$ cat src/rtl/riscv_structures.sv
// Shared types for the 5-stage RISC-V pipeline.
//   ex_to_mem_s : execute -> memory stage register
//   mem_to_wb_s : memory -> writeback stage register
//   mem_state_e : memory stage access sequencer states
//   DMEM_TIMEOUT_DEFAULT : default data-memory access timeout in cycles
package riscv_structures;

  localparam int DMEM_TIMEOUT_DEFAULT = 16;

  typedef struct packed {
    logic [31:0] alu_result;
    logic [31:0] write_data;
    logic        mem_write;
    logic        reg_write;
    logic [4:0]  rd;
    logic        mem_read;
  } ex_to_mem_s;

  typedef struct packed {
    logic [31:0] result;
    logic [4:0]  rd;
    logic        reg_write;
  } mem_to_wb_s;

  typedef enum logic [1:0] {
    IDLE = 2'd0,
    REQ  = 2'd1,
    DONE = 2'd2
  } mem_state_e;

endpackage

$ cat src/rtl/dmem_timeout_ctr.sv
// Counts cycles spent waiting for a data-memory acknowledge.
// Ports:
//   clk, rst  : clock, asynchronous active-high reset
//   clr       : return the count to zero (takes priority over en)
//   en        : advance the count by one
//   expired   : count has reached TIMEOUT_CYCLES-1
module dmem_timeout_ctr
  import riscv_structures::*;
#(
  parameter int TIMEOUT_CYCLES = DMEM_TIMEOUT_DEFAULT
) (
  input  logic clk,
  input  logic rst,
  input  logic clr,
  input  logic en,
  output logic expired
);

  localparam int            CW   = (TIMEOUT_CYCLES > 1) ? $clog2(TIMEOUT_CYCLES) : 1;
  localparam logic [CW-1:0] LAST = CW'(TIMEOUT_CYCLES - 1);

  logic [CW-1:0] count;

  // The count parks at LAST; the owner leaves its wait state on expiry.
  always_ff @(posedge clk or posedge rst) begin
    if (rst) begin
      count <= '0;
    end else if (clr) begin
      count <= '0;
    end else if (en && !expired) begin
      count <= count + CW'(1);
    end
  end

  assign expired = (count == LAST);

endmodule

$ cat src/rtl/mem_stage.sv
// Memory stage of the 5-stage RISC-V pipeline.
// Issues one word load/store at a time over a req/ack handshake, stalls the
// upstream stages while the access is outstanding, and registers the
// writeback bundle.
// Ports:
//   clk, rst          : clock, asynchronous active-high reset
//   ex_to_mem         : instruction from execute (held stable while stalled)
//   dmem_req/we/addr/wdata : registered data-memory request
//   dmem_ack, dmem_rdata   : memory response (only meaningful while dmem_req)
//   stall_mem         : freezes PC/IF/ID/EX registers
//   bp_mem            : MEM-stage bypass value to execute
//   mem_rd, mem_reg_write : destination info for the hazard unit
//   mem_to_wb         : registered bundle for writeback
//   mem_err           : sticky access-timeout flag
module mem_stage
  import riscv_structures::*;
#(
  parameter int TIMEOUT_CYCLES = DMEM_TIMEOUT_DEFAULT
) (
  input  logic        clk,
  input  logic        rst,
  input  ex_to_mem_s  ex_to_mem,
  output logic        dmem_req,
  output logic        dmem_we,
  output logic [31:0] dmem_addr,
  output logic [31:0] dmem_wdata,
  input  logic        dmem_ack,
  input  logic [31:0] dmem_rdata,
  output logic        stall_mem,
  output logic [31:0] bp_mem,
  output logic [4:0]  mem_rd,
  output logic        mem_reg_write,
  output mem_to_wb_s  mem_to_wb,
  output logic        mem_err
);

  mem_state_e  state, state_nxt;
  logic        access;
  logic        abort;
  logic [31:0] load_buf;
  logic        expired;

  assign access        = ex_to_mem.mem_read | ex_to_mem.mem_write;
  assign bp_mem        = ex_to_mem.alu_result;
  assign mem_rd        = ex_to_mem.rd;
  assign mem_reg_write = ex_to_mem.reg_write;

  // Wait counter runs only while a request is outstanding and unacknowledged.
  dmem_timeout_ctr #(
    .TIMEOUT_CYCLES (TIMEOUT_CYCLES)
  ) u_timeout (
    .clk     (clk),
    .rst     (rst),
    .clr     (state != REQ),
    .en      ((state == REQ) && !dmem_ack),
    .expired (expired)
  );

  always_ff @(posedge clk or posedge rst) begin
    if (rst) begin
      state <= IDLE;
    end else begin
      state <= state_nxt;
    end
  end

  // DONE releases the stall so upstream advances in the same cycle that the
  // completed access is written to mem_to_wb.
  always_comb begin
    state_nxt = state;
    stall_mem = 1'b0;
    case (state)
      IDLE: begin
        stall_mem = access;
        if (access) state_nxt = REQ;
      end
      REQ: begin
        stall_mem = 1'b1;
        if (dmem_ack || expired) state_nxt = DONE;
      end
      DONE: begin
        state_nxt = IDLE;
      end
      default: begin
        state_nxt = IDLE;
      end
    endcase
  end

  always_ff @(posedge clk or posedge rst) begin
    if (rst) begin
      dmem_req   <= 1'b0;
      dmem_we    <= 1'b0;
      dmem_addr  <= '0;
      dmem_wdata <= '0;
      load_buf   <= '0;
      abort      <= 1'b0;
      mem_err    <= 1'b0;
      mem_to_wb  <= '0;
    end else begin
      case (state)
        IDLE: begin
          if (access) begin
            dmem_req   <= 1'b1;
            dmem_we    <= ex_to_mem.mem_write;
            dmem_addr  <= ex_to_mem.alu_result;
            dmem_wdata <= ex_to_mem.write_data;
          end
        end
        REQ: begin
          // An ack on the final allowed cycle wins over the timeout.
          if (dmem_ack) begin
            dmem_req <= 1'b0;
            if (!dmem_we) load_buf <= dmem_rdata;
          end else if (expired) begin
            dmem_req <= 1'b0;
            mem_err  <= 1'b1;
            abort    <= 1'b1;
          end
        end
        DONE: begin
          abort <= 1'b0;
        end
        default: begin
        end
      endcase

      // While stalled only the valid bit matters: insert a bubble.
      if (stall_mem) begin
        mem_to_wb.reg_write <= 1'b0;
      end else begin
        mem_to_wb.result    <= ex_to_mem.mem_read ? load_buf : ex_to_mem.alu_result;
        mem_to_wb.rd        <= ex_to_mem.rd;
        mem_to_wb.reg_write <= ex_to_mem.reg_write & ~abort;
      end
    end
  end

endmodule

$ cat config.mk
export PLATFORM = sky130hd
export DESIGN_NAME = mem_stage
export DESIGN_NICKNAME = d
export VERILOG_FILES = /design/src/rtl/riscv_structures.sv /design/src/rtl/dmem_timeout_ctr.sv /design/src/rtl/mem_stage.sv
export SDC_FILE = /design/constraint.sdc
export NUM_CORES = 1
export LEC_CHECK = 0
export CAP_MARGIN = 25
export CORE_ASPECT_RATIO = 0.6
export CORE_MARGIN = 1.5
export CORE_UTILIZATION = 47
export CTS_CLUSTER_DIAMETER = 100
export CTS_CLUSTER_SIZE = 14
export DETAILED_ROUTE_END_ITERATION = 16
export HOLD_SLACK_MARGIN = 0.02
export PLACE_DENSITY = 0.94
export SKIP_LAST_GASP = 1
export SLEW_MARGIN = 20
export SYNTH_ARGS = -nofsm -noshare
export SYNTH_HDL_FRONTEND = slang
export SYNTH_SLANG_ARGS = --single-unit
$ cat constraint.sdc
create_clock -name clk -period 7.7 [get_ports clk]
set_clock_uncertainty 0.05 [all_clocks]
set_input_delay 1.54 -clock clk [delete_from_list [all_inputs] [get_ports clk]]
set_output_delay 1.54 -clock clk [all_outputs]
set_load 0.05 [all_outputs]
---- Yosys cells after proc, flatten, opt, wreduce, memory -nomap -nowiden ----
Index checks and enable logic that the tools add are counted.
operators by class
  add/subtract/negate cells ............... 1
  equal/unequal tests ..................... 9
  bitwise operators ....................... 5
  mux-type cells .......................... 15
  reductions and logical operators ........ 15
operators with widths
  kind                   count
  $mux W32               1
  $reduce_and A3 Y1      4
  $mux W4                2
  $mux W1                6
  $ne A2 B2 Y1 const B   3
  $pmux W1 S2            3
  $reduce_bool A2 Y1     3
  $add A4 B1 Y4 const B  1
  $eq A4 B4 Y1 const B   1
  $mux W2                2
  $ne A2 B1 Y1 const B   2
  $pmux W2 S2            1
  $reduce_and A2 Y1      2
  $ne A3 B3 Y1 const B   1
  $not A1 Y1             3
  $eq A2 B1 Y1 const B   1
  $eq A2 B2 Y1 const B   1
  $logic_and A1 B1 Y1    2
  $logic_not A1 Y1       2
  $logic_not A2 Y1       1
  $and A1 B1 Y1          1
  $logic_or A1 B1 Y1     1
  $or A1 B1 Y1           1
word-level totals
  output and inout bits ................... 144
  bits of input ports ..................... 107
  register bits ........................... 144
  logic and storage cells ................. 57

---- Longest topological paths before layout ----
  word-level depth ........................ 5
  depth in mapped cells ................... 6
  gate-level depth less buffers ........... 4

---- Cells and area by module ----
A second synthesis with hierarchy kept.
second synthesis, totals
  cells, all modules ...................... 403
  area, all modules ....................... 6200.9 µm²
modules (own cells, without submodules)
  module            times used  cells each  area each (µm²)
  mem_stage         1           382         5968.2
  dmem_timeout_ctr  1           21          232.7

---- Least setup slack after synthesis ----
No wires, ideal clock.
  path kind ............................... in2out
  start point ............................. input ex_to_mem[0] in the netlist's numbering
  end point ............................... output stall_mem
  setup slack ............................. 3819 ps
  stages .................................. 4
  data arrival time ....................... 2291 ps
  buffers on the path ..................... 2
  cell sequence ........................... buf_2 -> nor3_1 -> nor2_1 -> buf_2
on the way
  longest elaborated chain between the ends .. 2
ends and longest elaborated chain
  what          line             text
  from (decl)   mem_stage.sv:22  input ex_to_mem_s ex_to_mem,
  $or A1 B1 Y1  mem_stage.sv:43  assign access = ex_to_mem.mem_read | ex_to_mem.mem_write;
  $pmux W1 S2   mem_stage.sv:72  case (state)
  to (decl)     mem_stage.sv:29  output logic stall_mem,
Every way passes these cells.

---- Final worst setup path ----
Same ends and word-level chain as after synthesis.

==> metrics.txt <==
fin crit period=5.03 ns; clk_lat worst skew=about 0.4 ns; IO buf count=250; Max-Cap Viols=0; slew margin rel.=36.3%; TNS Setup=0 ns; die height=91.4 um; die area=between 10000 and 15000 um^2; core area=12800 um^2; dpl cell area=8450 um^2; GR Overflow Total=0; CTS tree=built; GP Congestion=0.751; DRC=0; Finished Cell Area=between 9000 and 10000 um^2; Setup Fix Bufs, Post-CTS=0; # setup viols final=0; clock buffer count from CTS=17; Mapped Area=around 6100 um^2; Chip Width=150 um; slowest cell on the critical path=clkdlybuf4s50_1; largest area contributor in the netlist=dfrtp_1; Hold Violations, Final=0; # fillers=833; M2 GR Usage=39.5%; number of synthesized flops with an enable pin=0; crit share post-route=between 60% and 70%; count leader, synth=mux2_2; share of cells above drive strength 1=32.0%; pwr/cell area=about 510 nW/um^2; Seq/Total Area, Yosys=around 59%; Layout area overhead=47.3%; DR pass1 iterations=4; Slew @ Worst Pin=0.955 ns; Buf/Inv on CP=2; ranking of synthesized cells by area=dfrtp_1, mux2_2, buf_4; FFs w/ async S/R, synth=100%; CP endpoint=stall_mem; fmax=199 MHz; Routed Antenna Nets=0; met3 Use GR=6.83%; status=finished clean; DR WL/cell=18.5 um; R2R Setup Slk=between 5 and 6 ns; GRT Max-Usage Layer=met2; worst vdd ir=~0.00036 V; flops & latches, synth=roughly 140; critical path endpoint category=primary output; Clock Sinks=144; r2r startpoint=state[1]$_DFFE_PP0P_; CP Data Required Time=6.11 ns; CP Launch Type=input port; I/O pin count=251; Post-Syn Area per Cell=around 15 um^2; vias in the first global route=4399; dpl hpwl=10500 um; Routed Wire Length=around 15000 um; maximum clock path buffer count=2; most frequent cells after synthesis=mux2_2, dfrtp_1, buf_4, buf_6, buf_2; worst stage delay on the critical path=a little over 0.8 ns; Crit. Startpoint=ex_to_mem[0]; via/cell ratio=approximately 5.0; HP Class=reg2reg; CP top delay family=buffers and inverters; fin. max-slew vios=0; syn_nets=around 500; Worst Path Max Fanout=36; ys flop type=dfrtp_1; post-synth top area share=58.9%; Distinct cells, synth=29; Starting Density=approximately 48%; DRT iter0 DRCs=74; clk root buf=clkbuf_16; Worst-path clk slew=0.06 ns; Setup CP Type=in2out; # diodes=0; Total Nets Final=726; crit-path cells=buf_2, nor3_1, nor2_4, clkdlybuf4s50_1; cts repair resizes=0; first-pass GRT wire length=23500 um; pin count of the biggest net entering global routing=91; H-Tree Depth=4; Critical Path AT=3.44 ns; Post-Synthesis Cells=401; hold-fix buffers at CTS=0; RSZ-0062 raised after global routing=false; GRT met1 Usage=26.8%; R2R Path End=load_buf[27]$_DFFE_PP0P_; CP Depth=4; Tot GR Track Use=between 20% and 30%; Register-to-Register Path Depth=4; Site Rows=32; number of antenna violations at the first check in global routing=0; Via Count=~4.0k; synth warn=0; Lkg Pwr=0.00374 uW
worst min path at each step:
stage,start,end,depth (start not counted)
floorplan,abort$_DFFE_PP0P_,mem_to_wb[0]$_DFF_PP0_,1
global placement,abort$_DFFE_PP0P_,mem_to_wb[0]$_DFF_PP0_,1
detailed placement,abort$_DFFE_PP0P_,mem_to_wb[0]$_DFF_PP0_,1
CTS,abort$_DFFE_PP0P_,mem_to_wb[0]$_DFF_PP0_,1
global route,abort$_DFFE_PP0P_,mem_to_wb[0]$_DFF_PP0_,1
finish,abort$_DFFE_PP0P_,mem_to_wb[0]$_DFF_PP0_,1
kinds of logic after synthesis:
| kind of cell | Yosys count | share of synthesized area, % |
|---|---|---|
| mux | 166 | 30.5 |
| flops | 144 | 58.9 |
| buf+inv | 60 | 7.38 |
| simple gates | 21 | 2.00 |
| compound gates | 8 | 0.859 |
| xor+xnor | 1 | 0.143 |
| fa+ha+maj | 1 | 0.204 |
flip-flops by register name, indices dropped and copies added, names as in the netlist:
register / count
dmem_wdata: 32
u_timeout.count: 4
dmem_we: 1
dmem_addr: 32
state: 2
mem_err: 1
mem_to_wb: 38
dmem_req: 1
load_buf: 32
abort: 1
metrics by stage:
step,hold slack (ns),cells,setup WS [ns],total power [uW],utilization [%]
6_report,0.394,801,2.67,4560,70.6
3_5_place_dp,0.383,769,2.69,3790,66.1
3_3_place_gp,0.374,769,2.71,3710,66.1
4_1_cts,0.391,801,2.68,4600,70.6
5_1_grt,0.408,801,2.60,4750,70.6
2_1_floorplan,0.352,401,2.24,3000,-
where the power goes:
group	total (uW)	switching [uW]	internal, uW	leakage (uW)
logic	2430	1470	955	0.00176
registers	1340	204	1130	0.00171
clock network	796	317	480	0.000275
cell usage in the layout, fill, tap and decap left out, drive strengths merged:
cell type and count:
clkinvlp 2, xnor2 1, inv 7, nor3 4
o21ai 2, clkbuf 20, and3 1, nand4b 1
mux2 166, or3 1, nand4 1, nor3b 1
o31ai 1, ha 1, bufinv 2, nand2 3
a31oi 1, nor2 5, clkinv 5, a22o 1
buf 5, nand3 1, dfrtp 144, a211oi 1
nand2b 2, and4 1, a21oi 1, clkdlybuf4s50 249
o21bai 1
final cells by class:
cell class	count	area, um^2	area share [%]
Timing Repair Buffer	254	2530	28.0
Sequential cell	144	3600	40.0
Tap cell	170	213	2.36
Clock buffer	20	437	4.84
Multi-Input combinational cell	197	2080	23.1
Inverter	4	20.0	0.222
Clock inverter	12	134	1.48
worst register-to-register path: cells and delay by family (launching register included):
| kind | cells | cell delay [ns] |
|---|---|---|
| and+or+nand+nor | 2 | 0.90 |
| DFF | 1 | 0.44 |
| buffers and inverters | 1 | 0.42 |
| muxes | 1 | 0.41 |
routing by layer:
layer,routed length (um),vias up
li1,-,1810
met1,6100,2021
met2,7510,167
met3,1110,8
met4,105,0
met5,0,-
No activity file was read; power rests on OpenSTA's default activity.
